[src/rtl/minc_prog_loader.sv]
// Program loader for the minc instruction ROM: parses SYNC/ADDR/LEN/DATA/CSUM frames from a
// byte stream, writes DATA into program memory and holds the core in reset until a frame verifies.
`timescale 1ns/1ps
module minc_prog_loader #(
   parameter logic [7:0] SYNC    = 8'hA5,
   parameter int         TIMEOUT = 1024
) (
   input  logic       CLK,
   input  logic       nRESET,
   input  logic       rx_valid,
   input  logic [7:0] rx_data,
   output logic       rx_ready,
   output logic       mem_we,
   output logic [7:0] mem_addr,
   output logic [7:0] mem_wdata,
   output logic       cpu_nreset,
   output logic       busy,
   output logic       done,
   output logic       err
);

   localparam logic [2:0] ST_IDLE = 3'd0;
   localparam logic [2:0] ST_ADDR = 3'd1;
   localparam logic [2:0] ST_LEN  = 3'd2;
   localparam logic [2:0] ST_DATA = 3'd3;
   localparam logic [2:0] ST_CSUM = 3'd4;

   localparam int CW = (TIMEOUT < 2) ? 1 : $clog2(TIMEOUT + 1);
   localparam logic [CW-1:0] TO_LAST = (TIMEOUT > 0) ? CW'(TIMEOUT - 1) : {CW{1'b0}};

   // Running mod-256 sum; a frame is good when ADDR+LEN+DATA+CSUM folds to zero.
   function automatic logic [7:0] f_csum_acc(input logic [7:0] acc, input logic [7:0] b);
      return acc + b;
   endfunction

   logic [2:0]    r_state;
   logic [7:0]    r_ptr;
   logic [7:0]    r_left;
   logic [7:0]    r_sum;
   logic [CW-1:0] r_idle_cnt;
   logic          r_rx_ready;
   logic          r_mem_we;
   logic [7:0]    r_mem_addr;
   logic [7:0]    r_mem_wdata;
   logic          r_cpu_nreset;
   logic          r_busy;
   logic          r_done;
   logic          r_err;

   logic          w_xfer;
   logic          w_to_hit;
   logic [7:0]    w_sum_final;
   logic [2:0]    w_state_nxt;
   logic          w_ev_sync;
   logic          w_ev_data;
   logic          w_ev_good;
   logic          w_ev_bad;
   logic          w_ev_timeout;

   assign w_xfer      = rx_valid & r_rx_ready;
   assign w_to_hit    = (TIMEOUT > 0) && (r_state != ST_IDLE) && (r_idle_cnt == TO_LAST);
   assign w_sum_final = f_csum_acc(r_sum, rx_data);

   // Next-state and frame event decode; an accepted byte always wins over a same-cycle timeout.
   always_comb begin
      w_state_nxt  = r_state;
      w_ev_sync    = 1'b0;
      w_ev_data    = 1'b0;
      w_ev_good    = 1'b0;
      w_ev_bad     = 1'b0;
      w_ev_timeout = 1'b0;
      case (r_state)
         ST_IDLE: begin
            if (w_xfer && (rx_data == SYNC)) begin
               w_state_nxt = ST_ADDR;
               w_ev_sync   = 1'b1;
            end else begin
               w_state_nxt = ST_IDLE;
            end
         end
         ST_ADDR: begin
            if (w_xfer) begin
               w_state_nxt = ST_LEN;
            end else if (w_to_hit) begin
               w_state_nxt  = ST_IDLE;
               w_ev_timeout = 1'b1;
            end else begin
               w_state_nxt = ST_ADDR;
            end
         end
         ST_LEN: begin
            if (w_xfer) begin
               w_state_nxt = ST_DATA;
            end else if (w_to_hit) begin
               w_state_nxt  = ST_IDLE;
               w_ev_timeout = 1'b1;
            end else begin
               w_state_nxt = ST_LEN;
            end
         end
         ST_DATA: begin
            if (w_xfer) begin
               w_ev_data   = 1'b1;
               w_state_nxt = (r_left == 8'd1) ? ST_CSUM : ST_DATA;
            end else if (w_to_hit) begin
               w_state_nxt  = ST_IDLE;
               w_ev_timeout = 1'b1;
            end else begin
               w_state_nxt = ST_DATA;
            end
         end
         ST_CSUM: begin
            if (w_xfer) begin
               w_state_nxt = ST_IDLE;
               if (w_sum_final == 8'h00) begin
                  w_ev_good = 1'b1;
               end else begin
                  w_ev_bad = 1'b1;
               end
            end else if (w_to_hit) begin
               w_state_nxt  = ST_IDLE;
               w_ev_timeout = 1'b1;
            end else begin
               w_state_nxt = ST_CSUM;
            end
         end
         default: begin
            w_state_nxt = ST_IDLE;
         end
      endcase
   end

   // Frame state, write pointer, remaining-byte count and checksum accumulator.
   always_ff @(posedge CLK or negedge nRESET) begin
      if (!nRESET) begin
         r_state <= ST_IDLE;
         r_ptr   <= 8'h00;
         r_left  <= 8'h00;
         r_sum   <= 8'h00;
      end else begin
         r_state <= w_state_nxt;
         if (w_ev_sync) begin
            r_sum <= 8'h00;
         end else if (w_xfer && (r_state == ST_ADDR || r_state == ST_LEN || r_state == ST_DATA)) begin
            r_sum <= f_csum_acc(r_sum, rx_data);
         end
         if (w_xfer && (r_state == ST_ADDR)) begin
            r_ptr <= rx_data;
         end else if (w_ev_data) begin
            r_ptr <= r_ptr + 8'd1;
         end
         // LEN=0 loads 0, which counts down through 8'hFF and so spans 256 data bytes.
         if (w_xfer && (r_state == ST_LEN)) begin
            r_left <= rx_data;
         end else if (w_ev_data) begin
            r_left <= r_left - 8'd1;
         end
      end
   end

   // Inter-byte idle counter, only running while a frame is open.
   always_ff @(posedge CLK or negedge nRESET) begin
      if (!nRESET) begin
         r_idle_cnt <= {CW{1'b0}};
      end else if (w_xfer || (r_state == ST_IDLE) || w_to_hit) begin
         r_idle_cnt <= {CW{1'b0}};
      end else if (TIMEOUT > 0) begin
         r_idle_cnt <= r_idle_cnt + CW'(1'b1);
      end else begin
         r_idle_cnt <= r_idle_cnt;
      end
   end

   // Registered outputs: memory write port, core reset and status flags.
   always_ff @(posedge CLK or negedge nRESET) begin
      if (!nRESET) begin
         r_rx_ready   <= 1'b0;
         r_mem_we     <= 1'b0;
         r_mem_addr   <= 8'h00;
         r_mem_wdata  <= 8'h00;
         r_cpu_nreset <= 1'b0;
         r_busy       <= 1'b0;
         r_done       <= 1'b0;
         r_err        <= 1'b0;
      end else begin
         r_rx_ready <= 1'b1;
         r_mem_we   <= w_ev_data;
         if (w_ev_data) begin
            r_mem_addr  <= r_ptr;
            r_mem_wdata <= rx_data;
         end
         r_busy <= (w_state_nxt != ST_IDLE);
         r_done <= w_ev_good;
         if (w_ev_sync) begin
            r_cpu_nreset <= 1'b0;
         end else if (w_ev_good) begin
            r_cpu_nreset <= 1'b1;
         end
         if (w_ev_sync || w_ev_good) begin
            r_err <= 1'b0;
         end else if (w_ev_bad || w_ev_timeout) begin
            r_err <= 1'b1;
         end
      end
   end

   assign rx_ready   = r_rx_ready;
   assign mem_we     = r_mem_we;
   assign mem_addr   = r_mem_addr;
   assign mem_wdata  = r_mem_wdata;
   assign cpu_nreset = r_cpu_nreset;
   assign busy       = r_busy;
   assign done       = r_done;
   assign err        = r_err;

endmodule

[config.mk]
export PLATFORM = sky130hd
export DESIGN_NAME = minc_prog_loader
export DESIGN_NICKNAME = d
export VERILOG_FILES = /design/src/rtl/minc_prog_loader.sv
export SDC_FILE = /design/constraint.sdc
export NUM_CORES = 1
export LEC_CHECK = 0
export BUFFER_PORTS_ARGS = -buffer_cell sky130_fd_sc_hd__buf_2
export CORE_UTILIZATION = 40
export CTS_CLUSTER_DIAMETER = 80
export DETAILED_ROUTE_END_ITERATION = 6
export GPL_TIMING_DRIVEN = 1
export HOLD_SLACK_MARGIN = 0.02
export PLACE_DENSITY = 0.66
export SLEW_MARGIN = 20
export SYNTH_ARGS = -nofsm -noshare
export SYNTH_HDL_FRONTEND = slang
export SYNTH_SLANG_ARGS = --single-unit
[constraint.sdc]
create_clock -name CLK -period 2.89 [get_ports CLK]
set_input_delay 0.4335 -clock CLK [delete_from_list [all_inputs] [get_ports CLK]]
set_output_delay 0.4335 -clock CLK [all_outputs]
set_load 0.005 [all_outputs]
; ---- After elaboration in Yosys (flattened, before gate mapping)
; Index checks and enable logic that the tools add are counted.
[totals]
register_bits = 60
in_bits = 11
out_inout_bits = 22
elab_cells = 81
[classes]
n_addsub = 4
eq_ne = 7
mux = 35
bitwise_logic = 1
reduce_logical = 21
[op_table]
columns = operator, n
row1 = 8-bit 2-to-1 mux, 6
row2 = 1-bit 2-to-1 mux, 19
row3 = 3-bit one-hot mux with 5 select lines, 1
row4 = 3-bit 2-to-1 mux, 4
row5 = "11-bit by 1-bit adder with 11-bit output, second input constant", 1
row6 = "11-bit by 10-bit equality test with 1-bit output, second input constant", 1
row7 = 11-bit 2-to-1 mux, 1
row8 = 2-bit nonzero test, 5
row9 = "8-bit by 1-bit adder with 8-bit output, second input constant", 1
row10 = 8-bit adder, 1
row11 = "8-bit by 1-bit equality test with 1-bit output, second input constant", 1
row12 = "8-bit equality test, second input constant", 1
row13 = 8-bit logical NOT, 1
row14 = 2-bit 2-to-1 mux, 4
row15 = "8-bit by 1-bit subtractor with 8-bit output, second input constant", 1
row16 = "3-bit by 2-bit equality test with 1-bit output, second input constant", 2
row17 = 1-bit logical OR, 6
row18 = 3-bit nonzero test, 2
row19 = 1-bit logical AND, 5
row20 = 4-bit OR reduction, 1
row21 = "3-bit by 1-bit equality test with 1-bit output, second input constant", 1
row22 = "3-bit equality test, second input constant", 1
row23 = 3-bit logical NOT, 1
row24 = 1-bit bitwise AND, 1

; ---- Depth between registers and ports, before layout
[logic_depth]
depth_word = 8
mapped_depth = 7
ltp_nobuf = 7

; ---- Worst setup path after synthesis
; OpenSTA, ideal clock, no wires.
[synth_timing]
path_kind = input to register
start = input port rx_data[0]
end = register r_cpu_nreset (netlist: cpu_nreset)
setup_ps = 120
arrival_ps = 1913
t_required_ps = 2770
slack_ps = 857
cell_stages = 7
path_buffers = 0
path_cell_list = ha_1 > fa_1 > a21o_1 > a21oi_1 > xor2_1 > and4b_1 > a41o_1
[synth_between]
elab_chain_len = 6
word_cells_on_any_way = 11
cone_classes = add/sub: 1 / eq/ne: 1 / mux: 6 / reduce/logical: 3
[synth_rtl]
columns = item, line
row1 = from (decl), 11  ; input logic [7:0] rx_data,
row2 = 8-bit adder, 33  ; return acc + b;
row3 = 8-bit logical NOT, 115  ; if (w_sum_final == 8'h00) begin
row4 = 1-bit 2-to-1 mux, 115
row5 = 1-bit 2-to-1 mux, 113  ; if (w_xfer) begin
row6 = 1-bit 2-to-1 mux, 72  ; case (r_state)
row7 = 2-bit nonzero test (no source line), --
row8 = to (signal assigned), 181  ; r_cpu_nreset <= 1'b0;
row9 = to (signal assigned), 195  ; r_cpu_nreset <= 1'b0;
row10 = to (signal assigned), 197  ; r_cpu_nreset <= 1'b1;
row11 = to (decl), 45  ; logic r_cpu_nreset;
; Several ways; a longest one is shown, not always the timed one.
; A chain may end at the register's enable or synchronous reset.

; ---- Worst setup path after layout
[layout_timing]
start = register r_idle_cnt[0]
end = register r_busy (netlist: busy)
[layout_between]
elab_chain_len = 6
word_cells_on_any_way = 12
cone_classes = eq/ne: 1 / mux: 9 / reduce/logical: 2
[layout_rtl]
columns = item, line
row1 = from (decl), 40  ; logic [CW-1:0] r_idle_cnt;
row2 = from (signal assigned), 164  ; r_idle_cnt <= {CW{1'b0}};
row3 = from (signal assigned), 166  ; r_idle_cnt <= {CW{1'b0}};
row4 = from (signal assigned), 168  ; r_idle_cnt <= r_idle_cnt + CW'(1'b1);
row5 = 11-bit by 10-bit equality test with 1-bit output *, 61  ; assign w_to_hit = (TIMEOUT > 0) && (r_state != ST_IDLE) && (r_idle_cnt == TO_LAST);
row6 = 1-bit logical AND *, 61
row7 = 2-bit 2-to-1 mux or 1-bit 2-to-1 mux (tied branches), "105, 84"
row8 = 3-bit 2-to-1 mux or 2-bit 2-to-1 mux (tied branches), "102, 82"
row9 = 3-bit one-hot mux with 5 select lines *, 72
row10 = net w_state_nxt[0], 53  ; logic [2:0] w_state_nxt;
row11 = 3-bit nonzero test *, 192  ; r_busy <= (w_state_nxt != ST_IDLE);
row12 = to (signal assigned), 192
row13 = to (decl), 46  ; logic r_busy;
; Mark *: on every way through the listed nets, which the timed path passes. The rest lies on a longest branch.

==> implementation parameters <==
Parameter                              Value

Status
  Run status ... complete, no violations

Place
  Number of I/O port buffers ... 32
  Worst slack at placement ... ~0.53 ns
  Post-Place Cell Area ... 3410 um^2
  Routability congestion estimate from global placement ... about 0.83
  Detailed Place HPWL ... approximately 4.9 mm

Worst setup path
  Critical Path AT ... between 2 and 2.5 ns
  Type of the worst setup path ... flip-flop to flip-flop
  Worst reg-to-reg setup slack ... 0.68 ns
  Critical path capture point ... busy
  Worst setup path startpoint ... r_idle_cnt[0]
  Reg-to-reg endpoint ... busy
  Sort of element at the end of the critical path ... flip-flop
  Startpoint types ... flip-flop
  Crit path required time ... between 3 and 4 ns
  Cell count of the worst reg-to-reg path ... 6
  Reg-to-Reg Start ... r_idle_cnt[0]
  Peak fanout along the critical path ... 6

Synthesis
  Post-synth ARST share ... 100%
  Proportion of synthesized chip area in sequential cells ... between 40% and 50%
  Net count after synthesis ... 356
  Number of synthesized flops with an enable pin ... 0
  Mapped Cells ... roughly 330
  Synthesized area per cell ... just over 9 um^2
  Cell Area, Synth ... slightly above 3000 um^2
  Cell variety after synth ... 46
  Main flop type after synthesis ... sky130_fd_sc_hd__dfrtp_1
  FF+latch count, synth ... 60
  Number of warnings reported in the yosys synthesis log ... 0

Cells and area
  Count of antenna diodes in the layout ... 0
  Post-layout nets ... slightly below 400
  Area Overhead vs Synth ... 15.6%
  Finished layout cell area ... between 3000 and 4000 um^2
  Fraction of layout cells with a size suffix above 1 ... approximately 16%

Route
  Post-DRT Antenna Nets ... 0
  Vias per std cell ... approximately 5.3
  Count of routing violations after the opening detailed-route iteration ... roughly 130
  Via total after detailed routing ... 2527
  DRC ... 0
  Final routed wire length divided by cell count ... between 10 and 15 um
  Final routed wirelength across all metal layers ... between 7 and 8 mm
  DR pass1 iterations ... 4

Clock network
  Post-cts gate resize count ... 0
  H-tree depth ... 3
  Clock insertion delay at the later pin of the skew report ... about 0.34 ns
  Sink count of the clock tree ... 60
  Number of hold buffers added after CTS ... 0
  Number of buffers created by CTS ... 9
  Buffers from clock root to sink, at most ... 2
  Clock tree from TritonCTS ... done
  Setup repair bufs after CTS ... 0
  Clk pin slew, worst setup/hold paths ... roughly 0.07 ns
  Clock Root Buffer ... sky130_fd_sc_hd__clkbuf_8

STA
  Min cycle time layout ... roughly 2.2 ns
  Worst clock skew ... 0.00901 ns
  Slew at the pin with the worst max-slew slack ... approximately 0.67 ns
  Fraction of the cycle the final worst path needs ... 76.5%
  Highest achievable clock rate ... between 400 and 500 MHz
  Smallest setup slack after layout ... about 0.68 ns
  Hold violation count in the final report ... 0
  Final Setup Violations ... 0
  Max-slew violation count ... 0
  Worst hold margin ... 0.129 ns
  Remaining max-slew budget at the tightest pin ... between 50% and 60%
  Unrepaired setup endpoints after global routing ... false
  Total negative slack ... 0 ns

Global routing
  Maximum number of pins on one net before global-route repair ... 34
  Antenna violations before repair ... 0
  Global-route wire length before repair ... 12.6 mm
  Via count of the first global-routing pass ... around 2500
  Total gr overflow ... 0
  GRT Util Overall ... approximately a fifth

Floorplanning
  Height of the die ... 90.2 um
  Core region area ... 7370 um^2
  Die boundary width ... around 90 um
  Die ar. ... roughly 8000 um^2
  Starting density of the core ... a little over two fifths
  I/O pin cnt ... 33
  FP Rows ... 31

Min path
  Classification of the worst-slack hold path ... input pin to async pin

Power and ir drop
  Leakage ... 1.74 nW
  Worst vdd ir ... 0.408 mV
  Power per cell area ... between 900 and 1000 nW/um^2

Flow run
  # Max-Cap Violations ... 0
[cells in the mapped netlist, drive strengths merged (2+ instances only)]
master	instances	area (um^2)
nand2	71	267
dfrtp	60	1500
nor2	26	97.6
o21ai	19	95.1
a21oi	14	70.1
o22ai	12	75.1
ha	11	138
nand3	11	55.1
clkbuf	9	33.8
xnor2	9	78.8
and3	7	43.8
inv	7	26.3
nand4	7	58.8
xor2	7	61.3
nor3	5	25.0
nor3b	5	37.5
a211oi	4	30.0
a21o	4	30.0
a221o	4	40.0
and2	3	18.8
and4b	3	30.0
buf	3	13.8
mux2i	3	30.0
nand2b	3	18.8
nor4	3	46.3
o211ai	3	22.5
a31oi	2	12.5
nor4bb	2	20.0
or2	2	12.5
or3	2	12.5
[placed cells by master, fill, tap and decap left out, types with 9 or more instances in the layout]
cell type	synthesis	final
sky130_fd_sc_hd__a21oi_1	14	14
sky130_fd_sc_hd__buf_2	2	32
sky130_fd_sc_hd__clkbuf_8	0	9
sky130_fd_sc_hd__dfrtp_1	60	60
sky130_fd_sc_hd__ha_1	11	11
sky130_fd_sc_hd__nand2_1	71	71
sky130_fd_sc_hd__nand3_1	11	11
sky130_fd_sc_hd__nor2_1	26	26
sky130_fd_sc_hd__o21ai_0	19	19
sky130_fd_sc_hd__o22ai_1	12	12
sky130_fd_sc_hd__xnor2_1	9	9
[registers in the layout, summed over array words and instances, names as in the netlist]
name,flops
r_idle_cnt,11
mem_addr,8
mem_wdata,8
r_left,8
r_ptr,8
r_sum,8
r_state,3
busy,1
cpu_nreset,1
done,1
err,1
mem_we,1
rx_ready,1
[critical path, cell delays in order, from the launching register on]
cell                       delay, ns
sky130_fd_sc_hd__dfrtp_1        0.44
sky130_fd_sc_hd__ha_1           0.28
sky130_fd_sc_hd__nand3_1        0.16
sky130_fd_sc_hd__nor4_4         0.31
sky130_fd_sc_hd__o211ai_1       0.14
sky130_fd_sc_hd__a31o_1         0.21
sky130_fd_sc_hd__or4b_1         0.53
[kinds of logic after synthesis]
group,count (synthesis),share of synthesized area (%)
and+or+nand+nor,154,25.0
AOI/OAI and AO/OA,68,13.7
DFF,60,48.2
buffers and inverters,19,2.37
xor gates and xnor gates,16,4.50
adders and majority gates,12,5.06
muxes,3,0.965
other,1,0.120
[metrics by stage]
stage	instances	total power, W	util (%)
after global placement	459	0.00255	46.3
after floorplan	333	0.00219	-
after detailed placement	459	0.00259	46.3
after CTS	475	0.00331	48.8
final	475	0.00328	48.8
after global routing	475	0.00358	48.8
[how the worst min path moves through the flow]
stage                     slack (ns)            to
after floorplan                 0.14          busy
after global placement          0.45   mem_addr[2]
after detailed placement        0.46   mem_addr[4]
after CTS                       0.15      r_ptr[2]
after global routing            0.19  mem_wdata[6]
final                           0.13      r_sum[5]
[power by group]
| part | internal, W | switching [W] | leakage, nW |
|---|---|---|---|
| combinational | 0.000523 | 0.000660 | 0.882 |
| sequential | 0.00113 | 0.000256 | 0.764 |
| clock | 0.000394 | 0.000319 | 0.0931 |
[metal layers]
metal	up-vias	track usage (%)	wire, um
met5	-	0	0
met4	0	7.12	58
met3	7	4.40	237
met2	39	30.0	3310
met1	1226	27.5	3410
li1	1255	-	-
[area by class of cell]
| type | instances | area (um^2) |
|---|---|---|
| Clock buffer | 11 | 131 |
| Clock inverter | 5 | 52.6 |
| Fill cell | 696 | 3770 |
| Inverter | 7 | 26.3 |
| Multi-Input combinational cell | 254 | 1540 |
| Sequential cell | 60 | 1500 |
| Tap cell | 99 | 124 |
| Timing Repair Buffer | 39 | 225 |
(Power assumes the default switching activity.)
